File: src/rtl/instr_fetch_unit_pkg.sv
// ---------------------------------------------------------------------------
// instr_fetch_unit_pkg
//
// Shared constants for the MIPS instruction fetch stage:
//   PC_RESET_DEFAULT  default program counter after reset (MIPS text base)
//   INSTR_W           instruction word width
//   NOP               instruction value shown in the output slot when empty
//   ST_*              fetch FSM state encoding (plain constants so older
//                     tools and netlists see a fixed encoding)
//   fetch_state_t     type used for the FSM state register
//   next_word_pc      sequential successor of a fetch address
//
// No ports; imported by every file of the fetch stage.
// ---------------------------------------------------------------------------
package instr_fetch_unit_pkg;

  localparam logic [31:0] PC_RESET_DEFAULT = 32'h0040_0000;

  localparam int INSTR_W = 32;
  localparam logic [INSTR_W-1:0] NOP = '0;

  localparam int STATE_W = 2;
  typedef logic [STATE_W-1:0] fetch_state_t;

  // IDLE  : single cycle after reset, no request yet
  // WAIT  : a memory request is being presented (imem_req=1)
  // BLOCK : skid buffer holds a word, requests paused until decode drains
  localparam fetch_state_t ST_IDLE  = 2'd0;
  localparam fetch_state_t ST_WAIT  = 2'd1;
  localparam fetch_state_t ST_BLOCK = 2'd2;

  // Successor of a 32-bit fetch address; wraps 0xFFFFFFFC -> 0x00000000.
  function automatic logic [31:0] next_word_pc(input logic [31:0] pc);
    return pc + 32'd4;
  endfunction

endpackage

File: src/rtl/instr_fetch_unit_if.sv
// ---------------------------------------------------------------------------
// instr_fetch_unit_if
//
// Instruction memory read bus between the fetch stage and instruction memory.
//   imem_req    fetch -> mem   read request, held until imem_ack
//   imem_addr   fetch -> mem   word address, stable while imem_req=1 and no ack
//   imem_ack    mem -> fetch   read complete (same cycle as req or later)
//   imem_rdata  mem -> fetch   instruction word, valid while imem_ack=1
//
// Modports:
//   master  used by the fetch stage
//   slave   used by the instruction memory (or a memory model)
// ---------------------------------------------------------------------------
interface instr_fetch_unit_if
  import instr_fetch_unit_pkg::*;
#(
  parameter int ADDR_W = 32
) ();

  logic               imem_req;
  logic [ADDR_W-1:0]  imem_addr;
  logic               imem_ack;
  logic [INSTR_W-1:0] imem_rdata;

  modport master (
    output imem_req,
    output imem_addr,
    input  imem_ack,
    input  imem_rdata
  );

  modport slave (
    input  imem_req,
    input  imem_addr,
    output imem_ack,
    output imem_rdata
  );

endinterface

File: src/rtl/instr_skid_buf.sv
// ---------------------------------------------------------------------------
// instr_skid_buf
//
// One-entry {instruction word, pc} holding register used when a word returns
// from memory while the decode slot is occupied and stalled.
//
// Ports:
//   clk        in   clock, rising edge
//   rst_n      in   synchronous active-low reset (empties the buffer)
//   flush      in   discard the held entry (highest priority)
//   push       in   capture push_word/push_pc; only issued while empty
//   pop        in   release the held entry; only issued while full
//   push_word  in   word to capture
//   push_pc    in   pc of the word to capture
//   full       out  an entry is held
//   pop_word   out  held word
//   pop_pc     out  pc of held word
// ---------------------------------------------------------------------------
module instr_skid_buf
  import instr_fetch_unit_pkg::*;
#(
  parameter int ADDR_W = 32
) (
  input  logic               clk,
  input  logic               rst_n,
  input  logic               flush,
  input  logic               push,
  input  logic               pop,
  input  logic [INSTR_W-1:0] push_word,
  input  logic [ADDR_W-1:0]  push_pc,
  output logic               full,
  output logic [INSTR_W-1:0] pop_word,
  output logic [ADDR_W-1:0]  pop_pc
);

  logic               full_reg;
  logic [INSTR_W-1:0] word_reg;
  logic [ADDR_W-1:0]  pc_reg;

  always_ff @(posedge clk) begin
    if (!rst_n) begin
      full_reg <= 1'b0;
      word_reg <= NOP;
      pc_reg   <= '0;
    end else if (flush) begin
      // Redirect: whatever is held belongs to the wrong path.
      full_reg <= 1'b0;
    end else if (push) begin
      full_reg <= 1'b1;
      word_reg <= push_word;
      pc_reg   <= push_pc;
    end else if (pop) begin
      full_reg <= 1'b0;
    end
  end

  assign full     = full_reg;
  assign pop_word = word_reg;
  assign pop_pc   = pc_reg;

endmodule

File: src/rtl/instr_fetch_unit.sv
// ---------------------------------------------------------------------------
// instr_fetch_unit
//
// MIPS instruction fetch stage. Owns the PC, reads instruction memory one
// word at a time over a req/ack handshake, and hands each word with its PC
// to the decoder through a registered output slot. A one-entry skid buffer
// catches a word that returns while decode is stalled; a redirect from the
// branch/jump resolution logic flushes the pipeline and restarts at the
// target, dropping the reply of any request already in flight.
//
// Parameters:
//   ADDR_W    PC / memory address width
//   PC_RESET  PC after reset
//
// Ports:
//   clk             in   clock, all state on rising edge
//   rst_n           in   synchronous active-low reset
//   stall           in   decode cannot accept instr this cycle
//   redirect_valid  in   one-cycle pulse, branch/jump taken
//   redirect_pc     in   new fetch address (bits [1:0] ignored)
//   imem            if   instruction memory bus (master side)
//   instr           out  instruction word to decode
//   instr_pc        out  PC of instr
//   instr_pc4       out  instr_pc + 4 (link value / branch base)
//   instr_valid     out  instr valid; consumed on any cycle with stall=0
// ---------------------------------------------------------------------------
module instr_fetch_unit
  import instr_fetch_unit_pkg::*;
#(
  parameter int                ADDR_W   = 32,
  parameter logic [ADDR_W-1:0] PC_RESET = ADDR_W'(PC_RESET_DEFAULT)
) (
  input  logic                clk,
  input  logic                rst_n,
  input  logic                stall,
  input  logic                redirect_valid,
  input  logic [ADDR_W-1:0]   redirect_pc,
  instr_fetch_unit_if.master  imem,
  output logic [INSTR_W-1:0]  instr,
  output logic [ADDR_W-1:0]   instr_pc,
  output logic [ADDR_W-1:0]   instr_pc4,
  output logic                instr_valid
);

  // ---- state -------------------------------------------------------------
  fetch_state_t       state_reg, state_next;
  logic [ADDR_W-1:0]  pc_reg, pc_next;          // address of next word to fetch
  logic [ADDR_W-1:0]  addr_reg, addr_next;      // address on the memory bus
  logic               squash_reg, squash_next;  // drop the next ack
  logic [INSTR_W-1:0] instr_reg, instr_next;
  logic [ADDR_W-1:0]  instr_pc_reg, instr_pc_next;
  logic               instr_valid_reg, instr_valid_next;

  // ---- skid buffer interface ---------------------------------------------
  logic               skid_push, skid_pop, skid_flush, skid_full;
  logic [INSTR_W-1:0] skid_word;
  logic [ADDR_W-1:0]  skid_pc;

  // ---- handshake decode --------------------------------------------------
  logic              req;
  logic              fire;         // request completes this cycle
  logic              word_accept;  // returning word is on the live path
  logic              slot_free;    // output slot can take a word at this edge
  logic [ADDR_W-1:0] redirect_target;

  assign req             = (state_reg == ST_WAIT);
  assign fire            = req && imem.imem_ack;
  assign word_accept     = fire && !squash_reg && !redirect_valid;
  assign slot_free       = !instr_valid_reg || !stall;
  assign redirect_target = redirect_pc & ~ADDR_W'(3);

  // The bus address may only move when no request is pending; otherwise it
  // tracks the PC so each new request starts at the current fetch address.
  assign addr_next = (req && !imem.imem_ack) ? addr_reg : pc_next;

  always_comb begin
    state_next       = state_reg;
    pc_next          = pc_reg;
    squash_next      = squash_reg;
    instr_next       = instr_reg;
    instr_pc_next    = instr_pc_reg;
    instr_valid_next = instr_valid_reg;
    skid_push        = 1'b0;
    skid_pop         = 1'b0;
    skid_flush       = 1'b0;

    if (redirect_valid) begin
      // Redirect wins over stall and ack: everything already fetched is
      // on the wrong path.
      pc_next          = redirect_target;
      instr_valid_next = 1'b0;
      skid_flush       = 1'b1;
      state_next       = ST_WAIT;
      // A request still waiting for its ack must run to completion on the
      // old address; its reply is dropped. A request acked in this very
      // cycle is simply discarded. Re-redirecting while squashing keeps
      // exactly one pending drop.
      squash_next      = req && !imem.imem_ack;
    end else begin
      if (fire) begin
        squash_next = 1'b0;
        if (!squash_reg) begin
          pc_next = pc_reg + ADDR_W'(4);
        end
      end

      if (slot_free) begin
        if (skid_full) begin
          // Older word first: the skid entry precedes anything new.
          instr_next       = skid_word;
          instr_pc_next    = skid_pc;
          instr_valid_next = 1'b1;
          skid_pop         = 1'b1;
        end else if (word_accept) begin
          instr_next       = imem.imem_rdata;
          instr_pc_next    = addr_reg;
          instr_valid_next = 1'b1;
        end else begin
          instr_valid_next = 1'b0;
        end
      end else if (word_accept) begin
        skid_push = 1'b1;
      end

      case (state_reg)
        ST_IDLE:  state_next = ST_WAIT;
        ST_WAIT:  if (word_accept && !slot_free) state_next = ST_BLOCK;
        ST_BLOCK: if (slot_free) state_next = ST_WAIT;
        default:  state_next = ST_IDLE;
      endcase
    end
  end

  always_ff @(posedge clk) begin
    if (!rst_n) begin
      state_reg       <= ST_IDLE;
      pc_reg          <= PC_RESET;
      addr_reg        <= PC_RESET;
      squash_reg      <= 1'b0;
      instr_reg       <= NOP;
      instr_pc_reg    <= PC_RESET;
      instr_valid_reg <= 1'b0;
    end else begin
      state_reg       <= state_next;
      pc_reg          <= pc_next;
      addr_reg        <= addr_next;
      squash_reg      <= squash_next;
      instr_reg       <= instr_next;
      instr_pc_reg    <= instr_pc_next;
      instr_valid_reg <= instr_valid_next;
    end
  end

  instr_skid_buf #(
    .ADDR_W (ADDR_W)
  ) u_skid (
    .clk       (clk),
    .rst_n     (rst_n),
    .flush     (skid_flush),
    .push      (skid_push),
    .pop       (skid_pop),
    .push_word (imem.imem_rdata),
    .push_pc   (addr_reg),
    .full      (skid_full),
    .pop_word  (skid_word),
    .pop_pc    (skid_pc)
  );

  assign imem.imem_req  = req;
  assign imem.imem_addr = addr_reg;

  assign instr       = instr_reg;
  assign instr_pc    = instr_pc_reg;
  assign instr_pc4   = instr_pc_reg + ADDR_W'(4);
  assign instr_valid = instr_valid_reg;

endmodule

File: src/flat_wrapper.sv
// flat-port wrapper written by rule: the top's interface ports become plain ports
module instr_fetch_unit_flat import instr_fetch_unit_pkg::*;
#(
  parameter int                ADDR_W   = 32,
  parameter logic [ADDR_W-1:0] PC_RESET = ADDR_W'(PC_RESET_DEFAULT)
)
  (clk, rst_n, stall, redirect_valid, redirect_pc, instr, instr_pc, instr_pc4, instr_valid, imem_imem_req, imem_imem_addr, imem_imem_ack, imem_imem_rdata);
  instr_fetch_unit_if #(.ADDR_W(ADDR_W)) imem_i ();
  input  logic clk;
  input  logic rst_n;
  input  logic stall;
  input  logic redirect_valid;
  input  logic [ADDR_W-1:0] redirect_pc;
  output logic [INSTR_W-1:0] instr;
  output logic [ADDR_W-1:0] instr_pc;
  output logic [ADDR_W-1:0] instr_pc4;
  output logic instr_valid;
  output wire logic [$bits(imem_i.imem_req)-1:0] imem_imem_req;
  output wire logic [$bits(imem_i.imem_addr)-1:0] imem_imem_addr;
  input wire logic [$bits(imem_i.imem_ack)-1:0] imem_imem_ack;
  input wire logic [$bits(imem_i.imem_rdata)-1:0] imem_imem_rdata;
  assign imem_imem_req = imem_i.imem_req;
  assign imem_imem_addr = imem_i.imem_addr;
  assign imem_i.imem_ack = imem_imem_ack;
  assign imem_i.imem_rdata = imem_imem_rdata;
  instr_fetch_unit #(.ADDR_W(ADDR_W), .PC_RESET(PC_RESET)) u_core (.clk(clk), .rst_n(rst_n), .stall(stall), .redirect_valid(redirect_valid), .redirect_pc(redirect_pc), .imem(imem_i), .instr(instr), .instr_pc(instr_pc), .instr_pc4(instr_pc4), .instr_valid(instr_valid));
endmodule
File: config.mk
export PLATFORM = sky130hd
export DESIGN_NAME = instr_fetch_unit_flat
export DESIGN_NICKNAME = d
export VERILOG_FILES = /design/src/rtl/instr_fetch_unit_pkg.sv /design/src/rtl/instr_fetch_unit_if.sv /design/src/rtl/instr_skid_buf.sv /design/src/rtl/instr_fetch_unit.sv /design/src/flat_wrapper.sv
export SDC_FILE = /design/constraint.sdc
export NUM_CORES = 1
export LEC_CHECK = 0
export ABC_CLOCK_PERIOD_IN_PS = 2000
export BUFFER_PORTS_ARGS = -buffer_cell sky130_fd_sc_hd__buf_2
export CAP_MARGIN = 40
export CELL_PAD_IN_SITES_DETAIL_PLACEMENT = 1
export CELL_PAD_IN_SITES_GLOBAL_PLACEMENT = 2
export CORE_AREA = 5 5 181 183
export DETAILED_ROUTE_END_ITERATION = 8
export DIE_AREA = 0 0 186 188
export PLACE_DENSITY = 0.74
export SETUP_SLACK_MARGIN = 0.5
export SLEW_MARGIN = 30
export SYNTH_ARGS = -nofsm -noshare
export SYNTH_HDL_FRONTEND = slang
export SYNTH_SLANG_ARGS = --single-unit
File: constraint.sdc
create_clock -name clk -period 2 [get_ports clk]
set_input_delay 0.1 -clock clk [delete_from_list [all_inputs] [get_ports clk]]
set_output_delay 0.1 -clock clk [all_outputs]
set_load 0.01 [all_outputs]
==> results of run 1 <==
critical path: cells and delay by family (launching register included):
family                   cells  cell delay, ps
XOR/XNOR                     1             180
adder cells (fa/ha/maj)      1             130
buffers and inverters        2             340
flip-flops                   1             380
AND/OR/NAND/NOR              4             700
power by group through the flow:
| stage | sequential, mW | combinational [mW] | clock, mW |
|---|---|---|---|
| 2_1_floorplan | 4.37 | 0.480 | 0 |
| 3_3_place_gp | 4.36 | 0.984 | 0 |
| 3_5_place_dp | 4.37 | 0.998 | 0 |
| 4_1_cts | 4.30 | 1.36 | 3.65 |
| 5_1_grt | 4.35 | 1.69 | 3.82 |
| 6_report | 4.32 | 1.58 | 3.58 |
what timing repair did:
item | CTS | global route
setup endpoints to repair | 212 | 221
hold endpoints to repair | 67 | 0
hold buffers | 49 | 0
pin swaps | 149 | 159
cloned | 29 | 4
resized for setup | 333 | 283
buffers inserted | 62 | 24
layer usage:
layer | vias to the layer above | global-route usage (%)
met5 | - | 0
met4 | 0 | 3.67
met3 | 41 | 2.89
met2 | 199 | 34.0
met1 | 4665 | 27.7
li1 | 4330 | -
final timing paths:
| path | from | to | slack, ps | cells after the start |
|---|---|---|---|---|
| setup / recovery | u_core.instr_pc[2] | instr_pc4[24] | -280 | 8 |
| hold reg to reg | u_core.u_skid.pop_pc[8] | u_core.u_skid.pop_pc[8] | 460 | 2 |
| setup reg to reg | u_core.squash_reg | u_core.imem.imem_addr[25] | -130 | 5 |
| hold / removal | redirect_pc[13] | u_core.pc_reg[13] | 20 | 4 |
stage by stage:
| step | setup WS, ps | TNS, ps | hold slack [ps] | total power, mW | area [um^2] |
|---|---|---|---|---|---|
| after floorplan | -48.4 | -73.4 | 194 | 4.85 | 8910 |
| after global placement | -55.5 | -109 | 352 | 5.35 | 10700 |
| after detailed placement | -95.6 | -2590 | 362 | 5.37 | 10700 |
| after CTS | -315 | -3800 | 3.17 | 9.30 | 14400 |
| after global routing | -401 | -7870 | 33.5 | 9.86 | 15900 |
| final | -283 | -3570 | 24.7 | 9.49 | 15900 |
cell families (layout without fill, tap and decap cells):
kind of cell / after synthesis / in the layout / synth area share (%)
buffers and inverters: 86 / 482 / 4.05
DFF: 197 / 197 / 46.4
AOI/OAI and AO/OA: 222 / 222 / 17.0
adders and majority gates: 2 / 2 / 0.294
muxes: 67 / 67 / 7.92
xor gates and xnor gates: 37 / 37 / 3.81
and+or+nand+nor: 387 / 387 / 20.6
area by class of cell:
cell class / instances / area [um^2] / share of cell area, %
Multi-Input combinational cell: 715 / 6520 / 41.0
Timing Repair Buffer: 437 / 4210 / 26.5
Sequential cell: 197 / 4010 / 25.2
Tap cell: 402 / 503 / 3.16
Clock buffer: 17 / 425 / 2.67
Clock inverter: 15 / 184 / 1.16
Inverter: 13 / 53.8 / 0.338
cells in the final DEF, fill, tap and decap left out, drive strengths merged, types with 11 or more instances in the layout:
| cell type | Yosys | final |
|---|---|---|
| a211oi | 68 | 68 |
| a21oi | 81 | 81 |
| and3 | 12 | 12 |
| buf | 11 | 385 |
| clkbuf | 62 | 20 |
| dfxtp | 197 | 197 |
| dlygate4sd3 | 0 | 49 |
| inv | 12 | 19 |
| mux2i | 65 | 65 |
| nand2 | 156 | 156 |
| nand3 | 32 | 32 |
| nand4 | 18 | 18 |
| nor2 | 107 | 107 |
| nor3 | 23 | 23 |
| nor4 | 11 | 11 |
| o21ai | 22 | 22 |
| o31ai | 17 | 17 |
| xnor2 | 23 | 23 |
| xor2 | 14 | 14 |
==> results.yml, run 1 <==
clocking:
  ctsLongestPathBuffers: 2
  numCtsBuffers: 17
  root_buffer: "clkbuf_16"
  path_clk_slew_ps: 90
  cts_sinks: 197
  clock_latency_ps: 440
  cts_tree: "done"
  cts_max_level: 4
global_route:
  grtUsageTotal_pct: 20.2
  grt_pass1_wl_um: 55300
  grt_max_degree: 51
  gr-total-overflow: 0
  grt_pass1_vias: 9385
  antenna_found_initial: 1
logic_synthesis:
  synth_most_common_cell: "dfxtp_1"
  netlist.area_leader.share_pct: 46.4
  synth.avg_cell_area_um2: 8.52
  synth_edf_count: 0
  ys_warn_count: 0
  syn_inst: 998
  synthFlopType: "dfxtp_1"
  syn-cell-area_um2: 8500
  yosys.area.top_type: "dfxtp_1"
  synth_cell_type_count: 48
  synth_seq_area_share_pct: 46.4
  ys_top_cells_by_area: "dfxtp_1 (46%), mux2i_1 (7.7%), nand2_1 (6.9%), a211oi_1 (6.0%), a21oi_1 (4.8%)"
  synth_seq_cells: 197
  synth_common_cells: "dfxtp_1 (197), nand2_1 (156), nor2_1 (107)"
  async_flop_share_pct: 0
  synth_nets: 1069
worst_setup_path:
  cp_max_fo: 4
  slowest_stage: "dfxtp_4"
  startpoint_type: "flop"
  arrival_ps: 2180
  end_kind: "primary output"
  required_ps: 1900
  critPathMaxStageDelay_ps: 380
  path_cells: "ha_4, and3_4, nand4_1, buf_6, or2_4, nor3_2, xor2_1, buf_2"
  worstSetupPathType: "reg -> out"
die:
  core_area_um2: 31100
  die_w_um: 186
  initial_utilization_pct: 27.4
  die_area_um2: 35000
  boundaryPins: 199
  rows: 65
  die_h_um: 188
layout:
  postLayoutCoreUtil_pct: 51.2
  nets: 1452
  n_antenna_cell: 0
  drive_gt1_share_pct: 59.6
  area_growth_pct: 87.1
  fillers: 3348
  fin_cells: 1796
route:
  vias: 9235
  ant_nets: 0
  wire_per_inst_um: 21.6
  drc: 0
  wl_met3_um: 1420
  wl_met1_um: 17300
  highest_layer: "met4"
  wl_um: 38800
  firstDrtPassIters: 4
  via_per_inst: 5.14
  route.met2.wl_um: 19400
  dr.first_iter.drc_count: 480
timing:
  rsz0062_at_grt: "yes"
  post-route-min-period_ps: 2280
  worstMarginPinSlew_ps: 580
  slew_headroom_pct: 60.9
  hold_viol_final: 0
  period_share_pct: 114
  layout_setup_ws_ps: -283
  finalMaxSlewViolations: 0
  max_freq_ghz: 0.438
  final-setup-viol-count: 30
  final.setup_skew_ps: 15.7
place:
  dp_hpwl_um: 21100
  io_buffer_count: 196
  dp_cells: 1596
  place_congestion: 0.784
worst_hold_path:
  hold_path.class: "in -> reg"
outcome:
  status: "finished with violations"
  violations: "setup timing"
power_and_ir_drop:
  combinationalPowerShare_pct: 16.7
  p_switching_mw: 2.93
  power_density_nw_per_um2: 596
  swShare_pct: 30.9
  intPower_mw: 6.55
  seq_power_share_pct: 45.6
  cellLeakagePower_nw: 6.55
  ir_drop_mv: 0.568
  power.clock.fraction_pct: 37.7
job:
  drv_cap: 0
Note: power is estimated with default switching activity, not from simulation.
==> inputs of run 2 (changes only) <==
==> constraint.sdc (replaced) <==
create_clock -name clk -period 2 [get_ports clk]
set_input_delay 0.4 -clock clk [delete_from_list [all_inputs] [get_ports clk]]
set_output_delay 0.4 -clock clk [all_outputs]
set_load 0.01 [all_outputs]
==> run 2 against run 1 <==
Net effect: the run still ends with setup timing left; highest routed layer is now met5; flip-flop and latch count unchanged; largest power group unchanged; fmax down 10%; combinational power is 6% lower; clock skew is 3.1 ps lower; count of clock-buffer cells in the layout up 2; critical path type unchanged; worst setup slack got worse by 260 ps; largest cell class unchanged.
==> results.yml, run 2 (synthesis results as in run 1) <==
outcome:
  status: "finished with violations"
  violations: "setup timing"
global_route:
  antenna_found_initial: 1
  grt_max_degree: 65
  grt_pass1_vias: 9086
  grtUsageTotal_pct: 18.7
  grt_pass1_wl_um: 51300
  gr-total-overflow: 0
die:
  rows: 65
  boundaryPins: 199
  initial_utilization_pct: 27.4
  die_h_um: 188
  core_area_um2: 31100
  die_area_um2: 35000
  die_w_um: 186
layout:
  layout.cells.most_common: "buf_2"
  area_growth_pct: 78.9
  final_cell_mix: "buf_2 (190), dfxtp_1 (139), buf_4 (75)"
  nets: 1415
  n_antenna_cell: 0
  seqCellArea_um2: 4040
  fin_cells: 1759
  fillers: 3394
  final_area_um2: 15200
  postLayoutCoreUtil_pct: 49.0
  multiInputGateArea_um2: 6290
  drive_gt1_share_pct: 62.7
worst_setup_path:
  worstSetupPathType: "reg -> out"
  required_ps: 1600
  startpoint_type: "flop"
  end_kind: "primary output"
  r2r_setup_slack_ps: -170
  rr_startpoint: "u_core.state_reg[1]"
  reg2reg_depth: 14
  reg2reg_to: "u_core.u_skid.pop_word[27]"
  arrival_ps: 2150
  cp_max_fo: 4
clocking:
  cts_max_level: 4
  path_clk_slew_ps: 80
  root_buffer: "clkbuf_16"
  numCtsBuffers: 17
  ctsLongestPathBuffers: 2
  cts_sinks: 197
  clock_latency_ps: 440
  cts_tree: "done"
route:
  dr.first_iter.drc_count: 430
  drc: 0
  vias: 8792
  firstDrtPassIters: 4
  wl_um: 35700
  wire_per_inst_um: 20.3
  ant_nets: 0
  via_per_inst: 5.00
power_and_ir_drop:
  power_density_nw_per_um2: 614
  combinationalPowerShare_pct: 16.0
  ir_drop_mv: 0.579
  intPower_mw: 6.62
  swShare_pct: 29.1
  cellLeakagePower_nw: 6.27
  power.clock.fraction_pct: 37.8
  seq_power_share_pct: 46.2
  p_switching_mw: 2.72
timing:
  slew_headroom_pct: 66.7
  final.setup_skew_ps: 12.6
  post-route-min-period_ps: 2550
  finalMaxSlewViolations: 0
  final-setup-viol-count: 105
  hold_viol_final: 0
  layout_setup_ws_ps: -547
  max_freq_ghz: 0.393
  period_share_pct: 127
  rsz0062_at_grt: "yes"
  worstMarginPinSlew_ps: 500
place:
  post_dp_cell_area_um2: 11100
  dp_cells: 1629
  dp_hpwl_um: 21400
  place_congestion: 0.786
  pre_cts_ws_ps: -177
  io_buffer_count: 196
worst_hold_path:
  hold_depth: 3
  min_to: "u_core.u_skid.pop_word[7]"
  hold_path.class: "in -> reg"
  hp-start: "imem_imem_rdata[7]"
job:
  drv_cap: 0
-- run 2: changes by cell type in the layout (fill, tap and decap cells not counted), sizes merged --
cell / previous run / this run
clkinv: 8 / 6
clkbuf: 20 / 22
inv: 19 / 18
dlygate4sd3: 49 / 0
buf: 385 / 397
bufinv: 0 / 1
-- run 2: worst max path at each step --
stage                            start                         to  slack (ps)  cells past startpoint
floorplan           u_core.instr_pc[2]              instr_pc4[30]         -50                      6
global placement         imem_imem_ack  u_core.imem.imem_addr[25]        -150                      6
detailed placement       imem_imem_ack  u_core.imem.imem_addr[25]        -180                      6
CTS                 u_core.instr_pc[3]              instr_pc4[28]        -560                      9
global route        u_core.instr_pc[2]              instr_pc4[28]        -670                      9
finish              u_core.instr_pc[3]              instr_pc4[23]        -550                      7
-- run 2: worst max-delay path, cell delays in order, from the launching register on --
cell and delay (ps):
dfxtp_4 360, buf_4 110, and4_4 230, nand4_1 190
or2_4 360, nor3_4 180, xor2_1 150, buf_2 140
-- run 2: timing repair --
action / in CTS / in global routing
setup endpoints to repair: 221 / 256
pin swaps: 89 / 138
hold buffers: 0 / 0
gates cloned: 20 / 5
gates resized for setup: 270 / 306
setup buffers: 53 / 20
-- run 2: metrics by stage --
step                      power (mW)  setup TNS [ps]  hold WS [ps]
after CTS                       9.22          -10330           188
after global routing            9.74          -25480           180
final                           9.34          -16770           204
after floorplan                 4.88            -201           433
after global placement          5.42          -10910           439
after detailed placement        5.45          -14410           447
-- run 2: routing by layer --
layer,global-route usage [%],part of all wire [%],vias to the layer above
li1,-,-,4237
met1,25.3,46,4373
met3,2.66,3.0,37
met5,0,0.056,-
met2,31.0,49,143
met4,5.35,1.9,2
-- run 2: power by group through the flow --
| stage | combinational [mW] | sequential (mW) | clock (mW) |
|---|---|---|---|
| floorplan | 0.517 | 4.37 | 0 |
| global placement | 1.08 | 4.35 | 0 |
| detailed placement | 1.10 | 4.35 | 0 |
| CTS | 1.35 | 4.28 | 3.59 |
| global route | 1.60 | 4.34 | 3.80 |
| finish | 1.49 | 4.32 | 3.53 |
-- run 2: layout make-up --
class | count | area share (%)
Inverter | 13 | 0.354
Clock buffer | 19 | 2.98
Clock inverter | 13 | 0.905
Tap cell | 402 | 3.31
Timing Repair Buffer | 400 | 24.6
Multi-Input combinational cell | 715 | 41.3
Sequential cell | 197 | 26.6
